### config.mk
export PLATFORM = sky130hd
export DESIGN_NAME = thumb_fetch
export DESIGN_NICKNAME = d
export VERILOG_FILES = /design/src/rtl/thumb_fetch.sv
export SDC_FILE = /design/constraint.sdc
export NUM_CORES = 1
export LEC_CHECK = 0
export ABC_AREA = 1
export CORE_AREA = 8 8 182 184
export CTS_CLUSTER_DIAMETER = 50
export DETAILED_ROUTE_END_ITERATION = 6
export DIE_AREA = 0 0 190 192
export PLACE_DENSITY = 0.59
export SETUP_SLACK_MARGIN = 0.05
export SLEW_MARGIN = 10
export SYNTH_ARGS = -nofsm -noshare
export SYNTH_HDL_FRONTEND = slang
export SYNTH_SLANG_ARGS = --single-unit
### constraint.sdc
create_clock -name clk -period 7 [get_ports clk]
set_clock_uncertainty 0.05 [all_clocks]
set_input_delay 2.1 -clock clk [delete_from_list [all_inputs] [get_ports clk]]
set_output_delay 2.1 -clock clk [all_outputs]
set_load 0.005 [all_outputs]
### src/rtl/thumb_fetch.sv
// Thumb fetch unit: PC, halfword req/ack reads, 2-entry queue to the decoder; FETCH_PERF_EN adds perf counters.
// Latency: an ack at edge N shows on instruction at N+1; a branch shows its first target instruction 2 cycles later at the earliest.
// Backpressure: instr_ready low fills the queue, then mem_req stops; a read already in flight always has a free slot.
module thumb_fetch #(
    parameter logic [31:0] RESET_PC = 32'h0000_0000
) (
    input  logic        clk,
    input  logic        reset,
    output logic        mem_req,
    output logic [31:0] mem_addr,
    input  logic        mem_ack,
    input  logic [15:0] mem_rdata,
    output logic [15:0] instruction,
    output logic [31:0] instr_pc,
    output logic        instr_valid,
    input  logic        instr_ready,
    input  logic        branch_take,
    input  logic [31:0] branch_pc,
    input  logic [10:0] branch_imm,
    input  logic        branch_long
`ifdef FETCH_PERF_EN
    ,
    output logic [31:0] perf_fetched,
    output logic [31:0] perf_flushed,
    output logic [31:0] perf_dropped
`endif
);

    localparam logic ST_RUN  = 1'b0;
    localparam logic ST_DROP = 1'b1;

    localparam logic [31:0] START_PC = {RESET_PC[31:1], 1'b0};

    logic        state;
    logic [31:0] fetch_pc;
    logic [31:0] req_addr;
    logic        outstanding;
    logic [1:0]  count;
    logic [31:0] q0_pc, q1_pc;
    logic [15:0] q0_dat, q1_dat;

    logic        ack;
    logic        pop;
    logic        push;
    logic [10:0] br_off;
    logic [31:0] br_sum;
    logic [31:0] br_target;

    // Once raised, the request is held on the latched address until its ack,
    // even if a branch has moved fetch_pc in the meantime.
    assign mem_req  = !reset && (outstanding || (state == ST_RUN && count <= 2'd1));
    assign mem_addr = outstanding ? req_addr : fetch_pc;

    assign instr_valid = (count != 2'd0);
    assign instruction = q0_dat;
    assign instr_pc    = q0_pc;

    assign ack  = mem_req && mem_ack;
    assign pop  = instr_valid && instr_ready;
    assign push = ack && (state == ST_RUN) && !branch_take;

    assign br_off    = branch_long ? branch_imm : {{3{branch_imm[7]}}, branch_imm[7:0]};
    assign br_sum    = branch_pc + 32'd4 + {{20{br_off[10]}}, br_off, 1'b0};
    assign br_target = {br_sum[31:1], 1'b0};

    always_ff @(posedge clk) begin
        if (reset) begin
            state       <= ST_RUN;
            fetch_pc    <= START_PC;
            req_addr    <= START_PC;
            outstanding <= 1'b0;
            count       <= 2'd0;
            q0_pc       <= 32'd0;
            q0_dat      <= 16'd0;
            q1_pc       <= 32'd0;
            q1_dat      <= 16'd0;
        end else begin
            outstanding <= mem_req && !mem_ack;
            req_addr    <= mem_addr;

            if (branch_take) begin
                count    <= 2'd0;
                fetch_pc <= br_target;
                state    <= (mem_req && !mem_ack) ? ST_DROP : ST_RUN;
            end else begin
                if (state == ST_DROP) begin
                    if (ack) begin
                        state <= ST_RUN;
                    end
                end else if (ack) begin
                    fetch_pc <= fetch_pc + 32'd2;
                end

                case ({push, pop})
                    2'b10: begin
                        if (count == 2'd0) begin
                            q0_pc  <= mem_addr;
                            q0_dat <= mem_rdata;
                        end else begin
                            q1_pc  <= mem_addr;
                            q1_dat <= mem_rdata;
                        end
                        count <= count + 2'd1;
                    end
                    2'b01: begin
                        q0_pc  <= q1_pc;
                        q0_dat <= q1_dat;
                        count  <= count - 2'd1;
                    end
                    2'b11: begin
                        if (count == 2'd1) begin
                            q0_pc  <= mem_addr;
                            q0_dat <= mem_rdata;
                        end else begin
                            q0_pc  <= q1_pc;
                            q0_dat <= q1_dat;
                            q1_pc  <= mem_addr;
                            q1_dat <= mem_rdata;
                        end
                    end
                    default: ;
                endcase
            end
        end
    end

`ifdef FETCH_PERF_EN
    // Acks discarded either in DROP or coincident with a redirect count as dropped.
    always_ff @(posedge clk) begin
        if (reset) begin
            perf_fetched <= 32'd0;
            perf_flushed <= 32'd0;
            perf_dropped <= 32'd0;
        end else begin
            if (pop && !branch_take) begin
                perf_fetched <= perf_fetched + 32'd1;
            end
            if (branch_take) begin
                perf_flushed <= perf_flushed + 32'd1;
            end
            if (ack && (state == ST_DROP || branch_take)) begin
                perf_dropped <= perf_dropped + 32'd1;
            end
        end
    end
`endif

endmodule

## Word level (Yosys, flattened, before mapping)

Index checks and enable logic that the tools add are counted.

- Output and inout port bits: 82
- Flip-flop bits (word level): 164
- Logic and storage cells: 70

- Add/sub/neg operators: 5
- $lt $le $gt $ge: 1
- Reductions and logical operators: 22
- Bitwise logic cells: 2
- Multiplexer cells: 22
- Equal/unequal tests: 8

Operators by type and width:

| cell | count |
|---|---|
| 32-bit 2-to-1 mux | 8 |
| 32-bit case mux with 3 select lines | 1 |
| 16-bit 2-to-1 mux | 4 |
| 32-bit case mux with 2 select lines | 1 |
| 16-bit case mux with 3 select lines | 1 |
| 32-bit by 2-bit adder with 32-bit output, second input constant | 1 |
| 32-bit by 3-bit adder with 32-bit output, second input constant | 1 |
| 32-bit adder | 1 |
| 16-bit case mux with 2 select lines | 1 |
| 11-bit 2-to-1 mux | 1 |
| 2-bit inequality test, second input constant | 4 |
| 2-bit nonzero test | 4 |
| 1-bit logical AND | 7 |
| 2-bit by 1-bit equality test with 1-bit output, second input constant | 2 |
| 2-bit equality test, second input constant | 2 |
| 1-bit 2-to-1 mux | 4 |
| 2-bit case mux with 2 select lines | 1 |
| 2-bit AND reduction | 2 |
| 4-bit AND reduction | 1 |
| 1-bit logical NOT | 3 |
| 3-bit AND reduction | 1 |
| 3-bit nonzero test | 1 |
| 2-bit by 1-bit adder with 2-bit output, second input constant | 1 |
| 2-bit by 1-bit less-or-equal comparator with 1-bit output, second input constant | 1 |
| 5 further kinds | 6 |

## Longest topological paths before layout

Gate-level depths: netlist of the first run.

- Depth after elaboration: 10
- Gate-level depth with buffers: 18
- Mapped depth without buffers: 18

## Least setup slack after synthesis of the first run

OpenSTA, ideal clock, no wires.

- Path type: input -> output
- From: in reset
- To: out mem_req
- Stages on the path: 2
- Data required time: 4.850 ns
- Arrival: 2.519 ns
- Path buffers: 1
- Slack: 2.331 ns
- Cell sequence: clkbuf_1 a21oi_1

- Longest elaborated chain between the ends: 2

RTL lines:

| what | line | source |
|---|---|---|
| start: declaration | 8 | `input logic reset,` |
| 1-bit logical NOT | 51 | `assign mem_req = !reset && (outstanding \|\| (state == ST_RUN && count <= 2'd1));` |
| 1-bit logical AND | 51 |  |
| end: declaration | 9 | `output logic mem_req,` |

Every way passes these cells.

## Worst setup path in the final report of the first run

Same ends and word-level chain as after synthesis.

==> run_results.csv, run 1 <==
group,metric,value,unit
layout,nets,1840,
sta,setup_violations,0,
sta,fmax,180,MHz
layout,final_area,12700,um^2
sta,period_share,0.795,
floorplanning,rows,64,
route,drcViolationCount,0,
global_routing,grt_first_pass_wirelength,49800,um
clocking,numClockSinks,163,
layout,antennaDiodeCount,0,
placement,dpl-instance-area,12100,um^2
placement,placedCellCount,2085,
worst_setup_path,slowest_delay,0.66,ns
pwr,p_leak,0.00590,uW
worst_setup_path,cp_max_fo,54,
clocking,cts_tree,"built",
placement,place_hpwl,22700,um
layout,area_growth,22.3,%
worst_setup_path,path_class,"primary input to primary output",
placement,io_buffers,145,
sta,hold_slack,0.437,ns
global_routing,grt_usage,0.167,
synthesis,synth_top_cell_by_area,"dfxtp_1",
route,ant_nets,0,
worst_setup_path,startpoint_type,"primary input",
global_routing,grt_max_degree,81,
worst_setup_path,critPathTopFamily,"buffers and inverters",
pwr,p_total,2600,uW
route,via_count,10200,
pwr,internal_power,1770,uW
layout,layout-drive-gt1-share,0.0691,
pwr,p_switching,833,uW
synthesis,yosysTopAreaCellShare,0.313,
floorplanning,ioPinCount,147,
global_routing,grt-ovfl-total,0,
clocking,cts_resized,0,
pwr,pwr-share-comb,0.241,
sta,relSlewSlack,0.205,
floorplanning,dieHeight,192,um
clocking,path_clk_slew,0.07,ns
floorplanning,die_w,190,um
sta,hold_viol,0,
sta,fin_tns_setup,0,ns
pwr,cellPowerDensity,204,nW/um^2
synthesis,ys_ff_latch,163,
pwr,clockPowerShare,0.365,
synthesis,yosys_warnings,0,
route,drt_wl_total,30600,um
synthesis,syn_inst,1603,
sta,drv_slew,0,
worst_setup_path,path_cells,"buf_4 -> a21oi_1 -> clkdlybuf4s50_1",
route,drt-vias-per-instance,4.83,
run_status,status,"finished, final reports clean",
route,drt_iter0_markers,722,
synthesis,synth-seq-area-share,0.313,
clocking,h-tree-depth,4,
synthesis,ys_types,40,
clocking,postCtsSetupRepairBufs,0,
global_routing,grt_pass1_vias,9636,
clocking,cts_buffer_depth,2,
worst_setup_path,crit_buf_inv,2,
route,post_drt_wl_per_cell,14.4,um
flow_run,max_cap_viol_count,0,
synthesis,yosys-top-cells-area,"dfxtp_1 (31%), nand2_1 (10%), inv_1 (9.2%)",
synthesis,netlist_area,10400,um^2
worst_setup_path,cp.arrival,3.41,ns
layout,final-seq-area,3260,um^2
layout,multi_input_area,5880,um^2
route,first_pass_iters,4,
clocking,cts_buffers,17,
placement,place_congestion,0.883,
layout,fillCellCount,3252,
clocking,clock-root-buffer,"clkbuf_16",
worst_setup_path,slowest_stage,"clkdlybuf4s50_1",
pwr,switching_share,0.321,
synthesis,syn-num-nets,1735,
floorplanning,core_area,30200,um^2
sta,worstMarginPinSlew,1.19,ns
clocking,insertion_delay,0.43,ns
sta,rsz0062_at_grt,"no",
pwr,ir_drop,0.101,mV
pwr,p_seq_frac,0.394,
worst_hold_path,hp-class,"flip-flop to flip-flop",
global_routing,antenna_found_initial,0,
floorplanning,initial_utilization,0.345,
worst_setup_path,end_kind,"primary output",
worst_setup_path,required,4.85,ns
layout,layout.cells.non_filler,2117,
clocking,hold_buffers,0,
synthesis,avgSynthCellArea,6.50,um^2
floorplanning,dieArea,36500,um^2
sta,min_period,5.56,ns
==> power by group through the flow <==
stage          Sequential (uW)  Combinational (uW)  Clock (uW)
2_1_floorplan             1020                 391           0
3_3_place_gp              1040                 623           0
3_5_place_dp              1040                 626           0
4_1_cts                   1020                 631         974
5_1_grt                   1030                 713        1010
6_report                  1020                 627         949
==> metal layers <==
layer | vias up | GRT usage | wire (um)
met2 | 220 | 0.267 | 13900
li1 | 5385 | - | -
met3 | 32 | 0.0298 | 1400
met5 | - | 0 | 0
met1 | 4578 | 0.226 | 14800
met4 | 0 | 0.0469 | 493
==> cells in the mapped netlist <==
cell type	instances
nand3_2	4
ha_1	66
nor3_1	18
a21oi_1	113
nand3b_4	1
buf_4	4
a21o_1	3
or2_1	5
o21ai_0	169
clkbuf_1	33
or2_2	42
nand2_1	280
buf_2	28
fa_1	1
nor3_2	2
xor2_1	9
nand4_2	1
o21bai_1	5
o21a_1	1
nor2_4	3
buf_1	3
xnor2_1	4
nand3_1	110
nand4_1	17
nor3_4	2
o211ai_1	2
and2_1	3
inv_1	256
a31oi_1	3
o21ai_2	2
a211oi_1	34
inv_2	7
nor2_1	181
o21ai_1	9
nor2_2	5
dfxtp_1	163
o32ai_1	2
clkbuf_2	1
nand2_2	5
nand3b_1	6
==> worst reg2reg max path, delay by kind of cell (launching register included) <==
family | cells | cell delay (ns)
flops | 1 | 0.31
simple gates | 4 | 1.33
compound gates | 3 | 0.51
fa+ha+maj | 1 | 0.20
buf+inv | 6 | 1.81
==> state kept, by name (all words and copies together), names as in the netlist <==
name         flops
state            1
q1_pc           32
req_addr        32
q1_dat          16
count            2
outstanding      1
instr_pc        32
instruction     16
fetch_pc        31
==> area by class of cell <==
cell class	instances	share of cell area
Tap cell	396	0.0389
Inverter	263	0.0775
Multi-Input combinational cell	1108	0.461
Clock buffer	17	0.0334
Timing Repair Buffer	155	0.120
Sequential cell	163	0.256
Clock inverter	15	0.0134
==> stage by stage <==
step	util	setup slack (ns)
finish	0.422	1.44
global route	0.422	1.33
CTS	0.422	1.43
detailed placement	0.402	1.35
global placement	0.402	1.42
floorplan	-	2.33
==> cell usage in the layout, fill, tap and decap left out, types with 4 or more instances in the layout <==
master and instances:
a211oi_1 34, a21oi_1 113, buf_4 11, clkbuf_16 17, clkdlybuf4s50_1 144, dfxtp_1 163
ha_1 66, inv_1 256, inv_2 7, inv_6 6, nand2_1 279, nand2_2 6
nand3_1 110, nand3_2 4, nand3b_1 6, nand4_1 17, nor2_1 181, nor2_2 5
nor3_1 18, o21ai_0 169, o21ai_1 9, o21bai_1 4, or2_1 5, or2_2 42
xnor2_1 4, xor2_1 9
==> logic make-up (layout without fill, tap and decap cells) <==
| group | after synthesis | count (layout) | synth area share |
|---|---|---|---|
| adder cells (fa/ha/maj) | 67 | 67 | 0.0811 |
| flip-flops | 163 | 163 | 0.313 |
| buffers and inverters | 332 | 450 | 0.124 |
| AO/OA/AOI/OAI | 343 | 343 | 0.177 |
| AND/OR/NAND/NOR | 685 | 685 | 0.293 |
| XOR/XNOR | 13 | 13 | 0.0109 |
==> final timing paths <==
kind | start | end | slack, ns | depth (start not counted)
worst min register to register | q1_dat[5]$_SDFFE_PP0P_ | q1_dat[5]$_SDFFE_PP0P_ | 0.44 | 2
worst min-delay path | q1_dat[5]$_SDFFE_PP0P_ | q1_dat[5]$_SDFFE_PP0P_ | 0.44 | 2
worst max register to register | outstanding$_SDFF_PP0_ | q1_pc[0]$_SDFFE_PP0P_ | 2.71 | 14
worst max-delay path | reset | mem_req | 1.44 | 3
No activity file was read; power rests on OpenSTA's default activity.
==> run 2, diff against run 1 <==
Clock period 7 ns to 5.3 ns, I/O delays scaled along.
==> run_results.csv, run 2 (same netlist as run 1, synthesis figures left out) <==
group,metric,value,unit
run_status,status,"finished, final reports clean",
route,drt-vias-per-instance,4.79,
pwr,p_leak,0.00593,uW
layout,area_growth,22.9,%
floorplanning,die_w,190,um
sta,min_period,4.42,ns
pwr,internal_power,2370,uW
sta,worstMarginPinSlew,1.01,ns
worst_setup_path,reg2reg_depth,13,
global_routing,grt_pass1_vias,9869,
global_routing,grt_first_pass_wirelength,50400,um
pwr,switching_share,0.312,
route,drcViolationCount,0,
placement,place_congestion,0.900,
global_routing,grt-ovfl-total,0,
worst_setup_path,r2r_setup_slack,1.84,ns
worst_setup_path,slowest_stage,"clkdlybuf4s50_1",
clocking,cts_buffer_depth,2,
global_routing,grt_usage,0.167,
worst_setup_path,crit_start,"branch_long",
sta,drv_slew,0,
worst_setup_path,cp.arrival,4.67,ns
layout,layout-drive-gt1-share,0.0713,
route,ant_nets,0,
placement,place_hpwl,22500,um
worst_setup_path,path_class,"primary input to flip-flop",
clocking,path_clk_slew,0.06,ns
placement,io_buffers,145,
clocking,cts_resized,0,
pwr,p_switching,1080,uW
clocking,insertion_delay,0.42,ns
sta,period_share,0.834,
sta,relSlewSlack,0.327,
worst_setup_path,crit_buf_inv,3,
worst_hold_path,worstHoldStart,"q1_dat[15]$_SDFFE_PP0P_",
worst_setup_path,r2r_start,"outstanding$_SDFF_PP0_",
route,post_drt_wl_per_cell,14.1,um
worst_setup_path,path_cells,"clkdlybuf4s50_1 -> inv_1 -> nand2_1 -> nand2_1 -> buf_4 -> ha_1 -> ha_1 -> a21oi_1 -> o21ai_0 -> nand2_1 -> nand3_1 -> nor2_1 -> a21oi_1 -> nor2_1 -> nor2_1",
floorplanning,rows,64,
pwr,cellPowerDensity,269,nW/um^2
sta,rsz0062_at_grt,"no",
route,first_pass_iters,6,
clocking,clock-root-buffer,"clkbuf_16",
worst_setup_path,timing.rr.end,"instr_pc[29]$_SDFFE_PP0P_",
sta,hold_viol,0,
layout,antennaDiodeCount,0,
pwr,pwr-share-comb,0.240,
pwr,ir_drop,0.172,mV
sta,setup_violations,0,
layout,final_core_util,0.424,
layout,nets,1846,
pwr,clockPowerShare,0.369,
clocking,cts_buffers,17,
worst_setup_path,critPathTopFamily,"simple AND/OR/NAND/NOR gates",
route,drt_wl_total,30000,um
worst_setup_path,required,5.55,ns
route,via_count,10200,
floorplanning,ioPinCount,147,
layout,mostFrequentLayoutCells,"nand2_1 (279), inv_1 (256), nor2_1 (181)",
global_routing,grt_max_degree,97,
flow_run,max_cap_viol_count,0,
route,drt_iter0_markers,613,
worst_hold_path,hold_end,"q1_dat[15]$_SDFFE_PP0P_",
worst_setup_path,slowest_delay,0.51,ns
worst_setup_path,startpoint_type,"primary input",
sta,fin_tns_setup,0,ns
worst_hold_path,hp-class,"flip-flop to flip-flop",
clocking,postCtsSetupRepairBufs,0,
sta,fmax,226,MHz
clocking,numClockSinks,163,
worst_setup_path,cp_max_fo,17,
clocking,hold_buffers,0,
pwr,p_seq_frac,0.391,
floorplanning,dieHeight,192,um
global_routing,antenna_found_initial,0,
clocking,cts_tree,"built",
floorplanning,core_area,30200,um^2
floorplanning,initial_utilization,0.345,
worst_setup_path,end_kind,"flip-flop",
layout,final_common_cell,"nand2_1",
worst_hold_path,whs_path_depth,2,
clocking,h-tree-depth,4,
floorplanning,dieArea,36500,um^2
-- run 2: metal layers --
layer  wire length (um)  up-vias  global-route usage
li1                   -     5394                   -
met1              14700     4517               0.221
met2              13400      225               0.272
met3               1340       38              0.0301
met4                590        0              0.0538
met5                  0        -                   0
-- run 2: worst reg2reg max path, stage by stage, from the launching register on --
cell	delay (ns)
dfxtp_1	0.31
inv_1	0.56
nand2_1	0.15
nand4_2	0.12
nor2_1	0.05
buf_4	0.19
inv_1	0.26
ha_1	0.20
nor2_1	0.05
nand2_2	0.48
buf_4	0.60
a21oi_1	0.16
o21ai_0	0.12
inv_1	0.05
-- run 2: area by class of cell --
class                      count  area, um^2
clock inverter                13         174
timing repair buffer         161        1580
sequential                   163        3260
tap                          396         495
multi-input combinational   1108        5880
clock buffer                  18         429
fill                        3213       17400
inverter                     263         987
-- run 2: power by group through the flow --
| stage | clock [uW] | sequential [uW] | combinational [uW] |
|---|---|---|---|
| CTS | 1300 | 1350 | 833 |
| detailed placement | 0 | 1380 | 827 |
| global placement | 0 | 1380 | 823 |
| floorplan | 0 | 1350 | 516 |
| global route | 1370 | 1360 | 948 |
| finish | 1270 | 1350 | 829 |
-- run 2: through the flow --
step / hold WS (ns) / power [uW] / instance area (um^2) / std cells / worst slack [ns]
floorplan: 0.406 / 1870 / 10400 / 1603 / 1.50
global placement: 0.417 / 2200 / 12200 / 2091 / 0.513
detailed placement: 0.426 / 2200 / 12200 / 2091 / 0.528
CTS: 0.441 / 3490 / 12800 / 2122 / 0.899
global route: 0.464 / 3670 / 12800 / 2122 / 0.598
finish: 0.437 / 3450 / 12800 / 2122 / 0.880
-- run 2: how the worst max path moves through the flow --
stage	end	slack [ns]	depth (start not counted)
final	fetch_pc[31]$_SDFFE_PP0P_	0.88	15
after detailed placement	fetch_pc[31]$_SDFFE_PP0P_	0.53	15
after floorplan	fetch_pc[30]$_SDFFE_PP0P_	1.50	15
after CTS	mem_req	0.90	3
after global routing	fetch_pc[31]$_SDFFE_PP0P_	0.60	17
after global placement	fetch_pc[31]$_SDFFE_PP0P_	0.51	15
